File: config.mk
export PLATFORM = sky130hd
export DESIGN_NAME = counter_prog
export DESIGN_NICKNAME = d
export VERILOG_FILES = /design/src/rtl/counter_prog_pkg.sv /design/src/rtl/counter_prog_term_detect.sv /design/src/rtl/counter_prog.sv
export SDC_FILE = /design/constraint.sdc
export NUM_CORES = 1
export LEC_CHECK = 0
export ABC_AREA = 1
export BUFFER_PORTS_ARGS = -buffer_cell sky130_fd_sc_hd__buf_2
export CAP_MARGIN = 20
export CORE_MARGIN = 2
export CORE_UTILIZATION = 55
export CTS_CLUSTER_DIAMETER = 60
export DETAILED_ROUTE_END_ITERATION = 10
export GPL_ROUTABILITY_DRIVEN = 0
export HOLD_SLACK_MARGIN = 0.08
export PLACE_DENSITY = 0.78
export SLEW_MARGIN = 20
export SYNTH_ARGS = -nofsm -noshare
export SYNTH_HDL_FRONTEND = slang
export SYNTH_SLANG_ARGS = --single-unit
File: constraint.sdc
create_clock -name c -period 2.9 [get_ports c]
set_clock_uncertainty 0.15 [all_clocks]
set_input_delay 0.435 -clock c [delete_from_list [all_inputs] [get_ports c]]
set_output_delay 0.435 -clock c [all_outputs]
set_load 0.02 [all_outputs]
File: src/rtl/counter_prog_pkg.sv
// Shared mode codes for the programmable up/down counter.
package counter_prog_pkg;

    typedef enum logic [1:0] {
        CNT_WRAP    = 2'b00,
        CNT_ONESHOT = 2'b01,
        CNT_RELOAD  = 2'b10,
        CNT_BOUNCE  = 2'b11
    } cnt_mode_e;

endpackage

File: src/rtl/counter_prog_term_detect.sv
// Effective limit and terminal-count detection for counter_prog.
module counter_term_detect #(
    parameter int unsigned BITS = 8
) (
    input  logic [BITS-1:0] count,
    input  logic [BITS-1:0] lim,
    input  logic            up,
    output logic [BITS-1:0] eff_lim,
    output logic            term
);

    // A programmed limit of zero stands for the full counter range.
    assign eff_lim = (lim == '0) ? '1 : lim;

    // Up: at or beyond the limit (out-of-range counts wrap on next step); down: at zero.
    assign term = up ? (count >= eff_lim) : (count == '0);

endmodule

File: src/rtl/counter_prog.sv
// Runtime-programmable up/down counter with wrap, one-shot, auto-reload and bounce modes.
module counter_prog
    import counter_prog_pkg::*;
#(
    parameter int unsigned BITS     = 8,
    parameter int unsigned MAXVALUE = 0
) (
    input  logic            c,
    input  logic            clr,
    input  logic            en,
    input  logic            dir,
    input  logic [1:0]      mode,
    input  logic            ld,
    input  logic [BITS-1:0] in,
    input  logic            lim_we,
    input  logic [BITS-1:0] lim_in,
    output logic [BITS-1:0] out,
    output logic            ovf,
    output logic            done,
    output logic            updn
);

    localparam logic [BITS-1:0] LIM_RST = BITS'(MAXVALUE);
    localparam logic [BITS-1:0] ONE     = BITS'(1);

    logic [BITS-1:0] count;
    logic [BITS-1:0] rld;
    logic [BITS-1:0] lim;
    logic            bdir;

    logic [BITS-1:0] eff_lim;
    logic            term;
    logic            up;
    logic            bounce;
    cnt_mode_e       mode_e;

    logic [BITS-1:0] step_val;
    logic [BITS-1:0] nxt_count;
    logic            nxt_done;
    logic            nxt_bdir;

    assign mode_e = cnt_mode_e'(mode);
    assign bounce = (mode_e == CNT_BOUNCE);
    assign updn   = bounce ? bdir : dir;
    assign up     = ~updn;
    assign out    = count;

    counter_term_detect #(
        .BITS (BITS)
    ) u_term (
        .count   (count),
        .lim     (lim),
        .up      (up),
        .eff_lim (eff_lim),
        .term    (term)
    );

    // Terminal pulse for the cycle whose edge performs the terminal step.
    assign ovf = en & term & ~done & ~clr;

    // Next count/done/bounce-direction for an enabled step.
    always_comb begin
        step_val  = up ? (count + ONE) : (count - ONE);
        nxt_count = count;
        nxt_done  = done;
        nxt_bdir  = bdir;
        unique case (mode_e)
            CNT_WRAP: begin
                if (term) nxt_count = up ? '0 : eff_lim;
                else      nxt_count = step_val;
            end
            CNT_ONESHOT: begin
                if (term) nxt_done  = 1'b1;
                else      nxt_count = step_val;
            end
            CNT_RELOAD: begin
                if (term) nxt_count = rld;
                else      nxt_count = step_val;
            end
            CNT_BOUNCE: begin
                if (term && up) begin
                    nxt_count = count - ONE;
                    nxt_bdir  = 1'b1;
                end else if (term) begin
                    nxt_count = ONE;
                    nxt_bdir  = 1'b0;
                end else begin
                    nxt_count = step_val;
                end
            end
            default: ;
        endcase
    end

    // Register update: clr over ld over step; limit write runs alongside.
    always_ff @(posedge c) begin
        if (clr) begin
            count <= '0;
            rld   <= '0;
            lim   <= LIM_RST;
            done  <= 1'b0;
            bdir  <= 1'b0;
        end else begin
            if (lim_we) lim <= lim_in;
            if (ld) begin
                count <= in;
                rld   <= in;
                done  <= 1'b0;
                bdir  <= 1'b0;
            end else if (en && !done) begin
                count <= nxt_count;
                done  <= nxt_done;
                bdir  <= nxt_bdir;
            end
            if (!bounce) bdir <= 1'b0;
        end
    end

endmodule

==> results.py <==
metrics = {
    "worst_setup_path": {
        "cp_data_arrival_time_ns": 2.38,
        "rr_startpoint": "lim[7]",
        "crit_end": "ovf",
        "crit_path_start": "lim[7]",
        "worstSetupPathType": "flip-flop to output port",
        "rrSetupSlack_ns": 0.09,
        "required_ns": 2.32,
        "critical_path.max_fanout": 6,
        "reg2reg_to": "out[1]",
        "reg2reg_depth": 21,
        "end_kind": "output port",
        "start_kind": "flip-flop",
    },
    "power": {
        "power_mw": 1.37,
        "p_per_area_nw_per_um2": 490,
        "leakagePower_nw": 1.39,
        "ir_drop_mv": 0.342,
    },
    "sta": {
        "fmax_mhz": 337,
        "grt_setup_unrepaired": "true",
        "setup_viol": 1,
        "max_slew_margin_pct": 66.2,
        "tightest_slew_ns": 0.506,
        "min_period_ns": 2.97,
        "setup_ws_ns": -0.0652,
        "hold-worst-slack_ns": 0.231,
        "hold_violations": 0,
        "min_period_over_period_pct": 102,
        "slew_viol_final": 0,
    },
    "die": {
        "die_y_um": 67.7,
        "core-area_um2": 3940,
        "rows": 23,
        "io_pins": 35,
        "fp.dieArea_um2": 4590,
        "fp.dieW_um": 67.7,
        "start_util_pct": 56.6,
    },
    "placed_design": {
        "placed_area_um2": 2490,
        "dp_hpwl_um": 5050,
        "pre_cts_ws_ns": 0.0926,
        "port_buffers": 34,
    },
    "global_routing": {
        "grt_use_total_pct": 31.7,
        "grt_pass1_wl_um": 10700,
        "grt_pass1_vias": 2280,
        "grt_max_degree": 18,
        "grt.overflow.total": 0,
        "antenna_found_initial": 0,
    },
    "yosys": {
        "synth_common_cells": "nand2_1 (89), nor2_1 (51), inv_1 (46), o21ai_0 (34), dfxtp_1 (26)",
        "synth.avg_cell_area_um2": 6.20,
        "syn_inst": 360,
        "ys_ff_latch": 26,
        "synth_cell_types": 37,
        "synthFlopType": "dfxtp_1",
        "seq_area_frac_synth_pct": 23.3,
        "yosys.cell_count.top_type": "nand2_1",
        "syn_area_um2": 2230,
        "synth-edff-count": 0,
        "syn_nets": 394,
        "synth_area_leaders": "dfxtp_1 (23%), nand2_1 (15%), nor2_1 (8.6%), inv_1 (7.7%), o21ai_0 (7.6%)",
        "synth_area_leader_cell": "dfxtp_1",
        "ys_async_sr_fraction_pct": 0,
        "ys_warn_count": 0,
        "synth_top_area_share_pct": 23.3,
    },
    "routing": {
        "wl_per_cell_um": 15.1,
        "drtPass1Iterations": 5,
        "drt_iter0_markers": 243,
        "viasPerCell": 5.63,
        "wirelength_um": 6960,
        "drc_errors": 0,
        "ant_nets": 0,
        "vias": 2590,
    },
    "clocking": {
        "numCtsBuffers": 3,
        "numClockSinks": 26,
        "cts_tree": "yes",
        "clkTransAtPathRegs_ns": 0.09,
        "root_buffer": "clkbuf_8",
        "htree_levels": 1,
        "clkLatencyLatePin_ns": 0.28,
        "hold_buffers": 0,
        "clockBufferDepth": 2,
    },
    "hold_path": {
        "hold_path.class": "input port to flip-flop",
        "hold_path.startpoint": "lim_in[1]",
    },
    "job": {
        "maxCapViolCount": 0,
    },
    "final_layout": {
        "drive_above_1_share_pct": 28.5,
        "nets": 445,
        "antenna_cells": 0,
        "area_delta_synth_final_pct": 25.0,
        "final_area_um2": 2790,
    },
    "outcome": {
        "outcome": "finished with violations",
        "violations": "setup timing",
    },
}
## state kept, by name, indices dropped and copies added (netlist names)
| signal | flops |
|---|---|
| bdir | 1 |
| done | 1 |
| lim | 8 |
| out | 8 |
| rld | 8 |
## timing repair
item | 4_1_cts | 5_1_grt
pin swaps | 8 | 20
cloned | 1 | 0
buffers inserted | 7 | 4
resized for setup | 16 | 30
endpoints found under the setup margin | 1 | 9
## where the power goes
part | total (mW) | switching, mW | internal, mW
registers | 0.415 | 0.0304 | 0.385
clock network | 0.308 | 0.123 | 0.185
logic | 0.644 | 0.403 | 0.241
## critical path, cell delays in order, from the launching register on
cell     delay (ns)
dfxtp_2        0.35
nor2_1         0.14
nand3_2        0.11
nor2_4         0.11
buf_6          0.15
inv_2          0.04
nand2_2        0.06
inv_2          0.05
ha_4           0.26
nand2_1        0.06
a21oi_2        0.13
nor2_2         0.06
nand4_4        0.14
nand2_8        0.07
nor2_4         0.09
inv_1          0.04
nor2_1         0.10
buf_4          0.14
## kinds of logic after synthesis
kind of cell    after synthesis  share of synthesized area [%]
fa+ha+maj                    10                           5.60
compound gates               71                           17.3
buf+inv                      58                           10.6
mux                           1                          0.448
simple gates                187                           40.0
flops                        26                           23.3
xor+xnor                      7                           2.75
## metrics by stage
stage                     instances  TNS, ns  util [%]
after floorplan                 360        0         -
after global placement          444        0      63.1
after detailed placement        444        0      63.1
after CTS                       456  -0.0977      67.4
after global routing            460   -0.749      70.8
final                           460  -0.0652      70.8
## layer usage
layer | global-route usage, % | wire length, µm | vias to the layer above
met5 | 0 | 0 | -
met4 | 14.3 | 236 | 0
met3 | 4.50 | 591 | 23
met2 | 51.3 | 3340 | 135
met1 | 41.5 | 2790 | 1171
li1 | - | - | 1261
## layout by cell type (no fill, tap or decap), types with 5 or more instances in the layout
cell and instances:
buf_4 17, dfxtp_1 19, inv_2 5, nand3_1 20
buf_2 34, nand2_4 7, inv_1 41, nor2_2 5
a21oi_1 21, o21ai_0 34, nand2_1 81, nor2_1 42
ha_1 7, nor2_4 5, nand2_2 11, dfxtp_2 7
xor2_1 5
## how the worst min path moves through the flow
stage / slack, ns / cells past startpoint / to
after global routing: 0.25 / 3 / lim[0]
after floorplan: 0.29 / 2 / rld[6]
final: 0.23 / 3 / lim[1]
after global placement: 0.31 / 2 / rld[4]
after CTS: 0.23 / 3 / lim[1]
after detailed placement: 0.31 / 2 / rld[5]
## layout make-up
class                           count  area (µm²)
Multi-Input combinational cell    276        1600
Fill cell                         339        1150
Sequential cell                    26         529
Timing Repair Buffer               53         320
Inverter                           51         206
Tap cell                           50        62.6
Clock buffer                        3        41.3
Clock inverter                      1        30.0
Note: power is estimated with default switching activity, not from simulation.
